$ cat src/rtl/div_pkg.sv
// Shared types for the sequential divider: FSM state encoding.
package div_pkg;

  typedef enum logic [3:0] {
    IDLE   = 4'd0,
    LOAD_M = 4'd1,
    LOAD_Q = 4'd2,
    CHECK  = 4'd3,
    ITER   = 4'd4,
    CORR   = 4'd5,
    FIX    = 4'd6,
    OUT_Q  = 4'd7,
    OUT_R  = 4'd8
  } state_e;

endpackage

$ cat src/rtl/div_seq_ctrl.sv
// Divider sequencer: state register, iteration counter and datapath strobes.
module div_seq_ctrl
  import div_pkg::*;
#(
  parameter int WIDTH = 8,
  parameter int CNT_W = $clog2(WIDTH+1)
) (
  input  logic             clk,
  input  logic             rst_b,
  input  logic             start,
  input  logic             enable,
  input  logic             cnt_done,
  input  logic             a_sign,
  input  logic             m_zero,
  output state_e           state,
  output logic [CNT_W-1:0] cnt,
  output logic             accept,
  output logic             ld_m,
  output logic             ld_q,
  output logic             chk,
  output logic             iter,
  output logic             corr_add,
  output logic             fix
);

  state_e           state_d, state_q;
  logic [CNT_W-1:0] cnt_d, cnt_q;

  always_comb begin
    state_d = state_q;
    cnt_d   = cnt_q;
    unique case (state_q)
      IDLE:   if (start && enable) state_d = LOAD_M;
      LOAD_M: state_d = LOAD_Q;
      LOAD_Q: state_d = CHECK;
      CHECK: begin
        if (m_zero) begin
          state_d = OUT_Q;
        end else begin
          state_d = ITER;
          cnt_d   = CNT_W'(WIDTH);
        end
      end
      ITER: begin
        cnt_d = cnt_q - 1'b1;
        if (cnt_done) state_d = CORR;
      end
      CORR:   state_d = FIX;
      FIX:    state_d = OUT_Q;
      OUT_Q:  state_d = OUT_R;
      OUT_R:  state_d = IDLE;
      default: state_d = IDLE;
    endcase
  end

  always_ff @(posedge clk or negedge rst_b) begin
    if (!rst_b) begin
      state_q <= IDLE;
      cnt_q   <= '0;
    end else begin
      state_q <= state_d;
      cnt_q   <= cnt_d;
    end
  end

  assign state    = state_q;
  assign cnt      = cnt_q;
  assign accept   = (state_q == IDLE) && start && enable;
  assign ld_m     = (state_q == LOAD_M);
  assign ld_q     = (state_q == LOAD_Q);
  assign chk      = (state_q == CHECK);
  assign iter     = (state_q == ITER);
  assign corr_add = (state_q == CORR) && a_sign;
  assign fix      = (state_q == FIX);

endmodule

$ cat src/rtl/div_seq.sv
// Sequential non-restoring divider with signed mode, divide-by-zero flag
// and fixed latency; operands and results share single buses.
module div_seq
  import div_pkg::*;
#(
  parameter int WIDTH = 8
) (
  input  logic             clk,
  input  logic             rst_b,
  input  logic             enable,
  input  logic             start,
  input  logic             signed_mode,
  input  logic [WIDTH-1:0] inbus,
  output logic [WIDTH-1:0] outbus,
  output logic             out_valid,
  output logic             done,
  output logic             busy,
  output logic             div_by_zero
);

  localparam int CNT_W = $clog2(WIDTH+1);

  state_e           state;
  logic [CNT_W-1:0] cnt;
  logic             accept, ld_m, ld_q, chk, iter, corr_add, fix;
  logic             cnt_done, m_zero;

  logic [WIDTH:0]   m_d, m_q, a_d, a_q, a_sh, a_nx;
  logic [WIDTH-1:0] q_d, q_q;
  logic             mode_d, mode_q, qneg_d, qneg_q, rneg_d, rneg_q, dbz_d, dbz_q;

  assign cnt_done = (cnt == CNT_W'(1));
  assign m_zero   = (m_q == '0);

  div_seq_ctrl #(.WIDTH(WIDTH), .CNT_W(CNT_W)) u_ctrl (
    .clk      (clk),
    .rst_b    (rst_b),
    .start    (start),
    .enable   (enable),
    .cnt_done (cnt_done),
    .a_sign   (a_q[WIDTH]),
    .m_zero   (m_zero),
    .state    (state),
    .cnt      (cnt),
    .accept   (accept),
    .ld_m     (ld_m),
    .ld_q     (ld_q),
    .chk      (chk),
    .iter     (iter),
    .corr_add (corr_add),
    .fix      (fix)
  );

  always_comb begin
    m_d    = m_q;
    a_d    = a_q;
    q_d    = q_q;
    mode_d = mode_q;
    qneg_d = qneg_q;
    rneg_d = rneg_q;
    dbz_d  = dbz_q;
    a_sh   = {a_q[WIDTH-1:0], q_q[WIDTH-1]};
    a_nx   = a_q[WIDTH] ? (a_sh + m_q) : (a_sh - m_q);

    if (accept) mode_d = signed_mode;
    if (ld_m) begin
      m_d   = {1'b0, inbus};
      dbz_d = 1'b0;
    end
    if (ld_q) begin
      q_d = inbus;
      a_d = '0;
    end
    if (chk) begin
      if (m_zero) begin
        a_d   = {1'b0, q_q};
        q_d   = '1;
        dbz_d = 1'b1;
      end else begin
        qneg_d = mode_q && (q_q[WIDTH-1] ^ m_q[WIDTH-1]);
        rneg_d = mode_q && q_q[WIDTH-1];
        // Magnitudes are read as unsigned, so -2^(WIDTH-1) maps onto itself.
        if (mode_q && q_q[WIDTH-1]) q_d = -q_q;
        if (mode_q && m_q[WIDTH-1]) m_d = {1'b0, -m_q[WIDTH-1:0]};
      end
    end
    if (iter) begin
      a_d = a_nx;
      q_d = {q_q[WIDTH-2:0], ~a_nx[WIDTH]};
    end
    if (corr_add) a_d = a_q + m_q;
    if (fix) begin
      if (mode_q && qneg_q) q_d = -q_q;
      if (mode_q && rneg_q) a_d = -a_q;
    end
  end

  always_ff @(posedge clk or negedge rst_b) begin
    if (!rst_b) begin
      m_q    <= '0;
      a_q    <= '0;
      q_q    <= '0;
      mode_q <= 1'b0;
      qneg_q <= 1'b0;
      rneg_q <= 1'b0;
      dbz_q  <= 1'b0;
    end else begin
      m_q    <= m_d;
      a_q    <= a_d;
      q_q    <= q_d;
      mode_q <= mode_d;
      qneg_q <= qneg_d;
      rneg_q <= rneg_d;
      dbz_q  <= dbz_d;
    end
  end

  always_comb begin
    outbus = '0;
    if (state == OUT_Q) outbus = q_q;
    if (state == OUT_R) outbus = a_q[WIDTH-1:0];
  end

  assign out_valid   = (state == OUT_Q) || (state == OUT_R);
  assign done        = (state == OUT_R);
  assign busy        = (state != IDLE);
  assign div_by_zero = out_valid && dbz_q;

endmodule

$ cat config.mk
export PLATFORM = sky130hd
export DESIGN_NAME = div_seq
export DESIGN_NICKNAME = d
export VERILOG_FILES = /design/src/rtl/div_pkg.sv /design/src/rtl/div_seq_ctrl.sv /design/src/rtl/div_seq.sv
export SDC_FILE = /design/constraint.sdc
export NUM_CORES = 1
export LEC_CHECK = 0
export CELL_PAD_IN_SITES_DETAIL_PLACEMENT = 1
export CELL_PAD_IN_SITES_GLOBAL_PLACEMENT = 1
export CORE_MARGIN = 2
export CORE_UTILIZATION = 48
export DETAILED_ROUTE_END_ITERATION = 8
export PLACE_DENSITY_LB_ADDON = 0.1
export REMOVE_ABC_BUFFERS = 1
export SYNTH_ARGS = -nofsm -noshare
export SYNTH_HDL_FRONTEND = slang
export SYNTH_SLANG_ARGS = --single-unit
$ cat constraint.sdc
create_clock -name clk -period 6.2 [get_ports clk]
set_input_delay 1.55 -clock clk [delete_from_list [all_inputs] [get_ports clk]]
set_output_delay 1.55 -clock clk [all_outputs]
set_load 0.005 [all_outputs]
==> impl_metrics.yaml <==
run_status:
  outcome: "finished clean"
critical_path:
  crit_type: "reg2out"
  r2r_cells: 11
  cp-start-kind: "flip-flop"
  required_ps: 4650
  cp-end-kind: "primary output"
  ff2ff_setup_slack_ps: 2890
  r2r-start: "m_q[1]"
  reg2reg_to: "a_q[1]"
  worstPathMaxFanout: 10
  worstPathArrival_ps: 2410
cells_and_area:
  diodes: 0
  layout-drive-gt1-share_pct: 4.67
  fillerInstances: 848
  multi_input_comb_area_sq_um: 2180
  fin_util_pct: 54.0
  regArea_sq_um: 951
  final_nets: 465
  syn_to_final_growth_pct: 10.7
  final_cell_count_no_fill: 508
logic_synthesis:
  ys_seq_area_share_pct: 29.0
  synth-edff-count: 0
  synth_most_common_cell: "nand2_1"
  ys.flop_type: "dfrtp_1"
  synthTopCellsByArea: "dfrtp_1 (29%), ha_1 (8.8%), nand2_1 (5.7%), a21oi_1 (5.0%), xor2_1 (4.3%)"
  postSynthCellCount: 412
  synthArstFlopShare_pct: 100
  synth_top_area_share_pct: 29.0
  ys_warn_count: 0
  synth_top_area_cell: "dfrtp_1"
  syn-cell-area_sq_um: 3280
  ys_seq_elements: 38
  yosysUniqueCellTypes: 53
  yosys-top-cells-count: "nand2_1 (50), dfrtp_1 (38), nor2_1 (37)"
  syn_avg_cell_area_sq_um: 7.96
timing:
  setup_tns_ps: 0
  fin_crit_sh_pct: 63.8
  clock_skew_ps: 13.6
  hold_violations: 0
  tightest_slew_ps: 935
  slew_violations: 0
  rsz0062_at_grt: "false"
  period_minus_slack_ps: 3960
  final-setup-viol-count: 0
  hold_ws_ps: 474
  timing.fmax_mhz: 253
  slew_headroom_pct: 37.7
clocking:
  clock_path_buffers: 2
  cts_root_buffer: "clkbuf_8"
  clock_latency_ps: 310
  cts_made_buffers: 5
  cts.reportedPaths.clkPinSlew_ps: 80
  cts_sinks: 38
  cts_setup_buffers: 0
  cts_tree: "built"
  post_cts_resized: 0
  ctsHoldBuffers: 0
  htreeDepth: 2
placement:
  dp.cells: 500
  gp_congestion: 0.910
  port_buffers: 24
  hpwlAfterDp_microns: 7860
floorplanning:
  fp.coreArea_sq_um: 6720
  boundaryPins: 25
  rows: 30
  die_w_microns: 86.7
  start_util_pct: 48.8
  dieArea_sq_um: 7510
  fp.dieH_microns: 86.7
power_and_ir_drop:
  p_leak_uw: 0.00153
  p_total_uw: 2300
  power.density_nw_per_um2: 633
  vdd_drop_max_mv: 0.272
route:
  drtPass1Iterations: 5
  wl_per_cell_microns: 20.8
  ant_nets: 0
  routed_wl_microns: 10600
  via_count: 3169
  vias_per_cell: 6.24
  drt_iter0_markers: 195
  route.detailed.drc: 0
min_path:
  hold_start: "u_ctrl.cnt[3]"
  hold_class: "reg2reg"
  holdPathStages: 1
  holdPathEnd: "u_ctrl.cnt[3]"
job:
  max_cap_viol_count: 0
grt:
  grt_use_total_pct: 29.8
  antenna_found_initial: 0
  grt_pass1_vias: 3298
  grt_first_pass_wirelength_microns: 17300
  grt-ovfl-total: 0
  grt_start_max_net_pins: 39
[report_power, final]
part,internal [uW],switching [uW]
Sequential,365,252
Combinational,645,842
Clock,89.7,103
[how the worst max path moves through the flow]
stage,startpoint,endpoint,cells past startpoint
2_1_floorplan,m_q[1],q_q[0],10
3_3_place_gp,u_ctrl.state[0],div_by_zero,5
3_5_place_dp,u_ctrl.state[2],div_by_zero,5
4_1_cts,u_ctrl.state[2],div_by_zero,5
5_1_grt,u_ctrl.state[2],div_by_zero,5
6_report,u_ctrl.state[2],div_by_zero,5
[sequential cells by signal (all words and copies together), names as in the netlist]
name and count:
u_ctrl.cnt 4, u_ctrl.state 4, q_q 8, dbz_q 1
rneg_q 1, a_q 9, qneg_q 1, m_q 9
mode_q 1
[metrics by stage]
step / instance area [sq um] / setup WS [ps]
floorplan: 3200 / 3240
global placement: 3530 / 2670
detailed placement: 3530 / 2590
CTS: 3630 / 2260
global route: 3630 / 2110
finish: 3630 / 2240
[worst max-delay path, stage by stage, from the launching register on]
cell and delay [ps]:
dfrtp_1 510, inv_1 150, nor3_2 610, or2_2 230, and2_1 120, clkdlybuf4s50_1 490
[cell type report]
| class | count | area share [%] |
|---|---|---|
| multi-input cells | 339 | 60.0 |
| flip-flops and latches | 38 | 26.2 |
| repair buffers | 24 | 6.48 |
| well taps | 80 | 2.76 |
| clock buffers | 6 | 2.28 |
| inverters | 19 | 1.96 |
| clock inverters | 2 | 0.345 |
[metal layers]
layer,part of all wire [%],up-vias,track usage [%]
li1,-,1511,-
met1,45,1579,39.9
met2,49,64,50.6
met3,3.9,15,3.52
met4,1.9,0,8.52
met5,0,-,0
[placed cells by master (no fill, tap or decap), types with 3 or more instances in the layout]
| cell type | count |
|---|---|
| and3_1 | 4 |
| o21a_1 | 3 |
| clkdlybuf4s50_1 | 23 |
| nor4_1 | 3 |
| xnor2_1 | 15 |
| nor2b_1 | 4 |
| and2_1 | 4 |
| dfrtp_1 | 38 |
| a311oi_1 | 4 |
| xor2_1 | 16 |
| a21oi_1 | 33 |
| a21o_1 | 3 |
| nand4_1 | 8 |
| a22o_1 | 8 |
| nor3_1 | 15 |
| o21ai_0 | 24 |
| o211ai_1 | 4 |
| ha_1 | 23 |
| nor2_1 | 37 |
| a31oi_1 | 5 |
| nand2_1 | 50 |
| o22ai_1 | 3 |
| inv_1 | 19 |
| or3_1 | 9 |
| clkbuf_8 | 6 |
| mux2_2 | 3 |
| nand3_1 | 23 |
| a22oi_1 | 5 |
| mux2i_1 | 4 |
| nand2b_1 | 3 |
| a211oi_1 | 4 |
[cell families (layout without fill, tap and decap cells)]
group | Yosys count | in the layout | share of synthesized area [%]
AND/OR/NAND/NOR | 172 | 172 | 26.1
AO/OA/AOI/OAI | 104 | 104 | 19.8
flip-flops | 38 | 38 | 29.0
buffers and inverters | 35 | 51 | 4.62
XOR/XNOR | 31 | 31 | 8.28
adder cells (fa/ha/maj) | 25 | 25 | 10.0
multiplexers | 7 | 7 | 2.25
No activity file was read; power rests on OpenSTA's default activity.
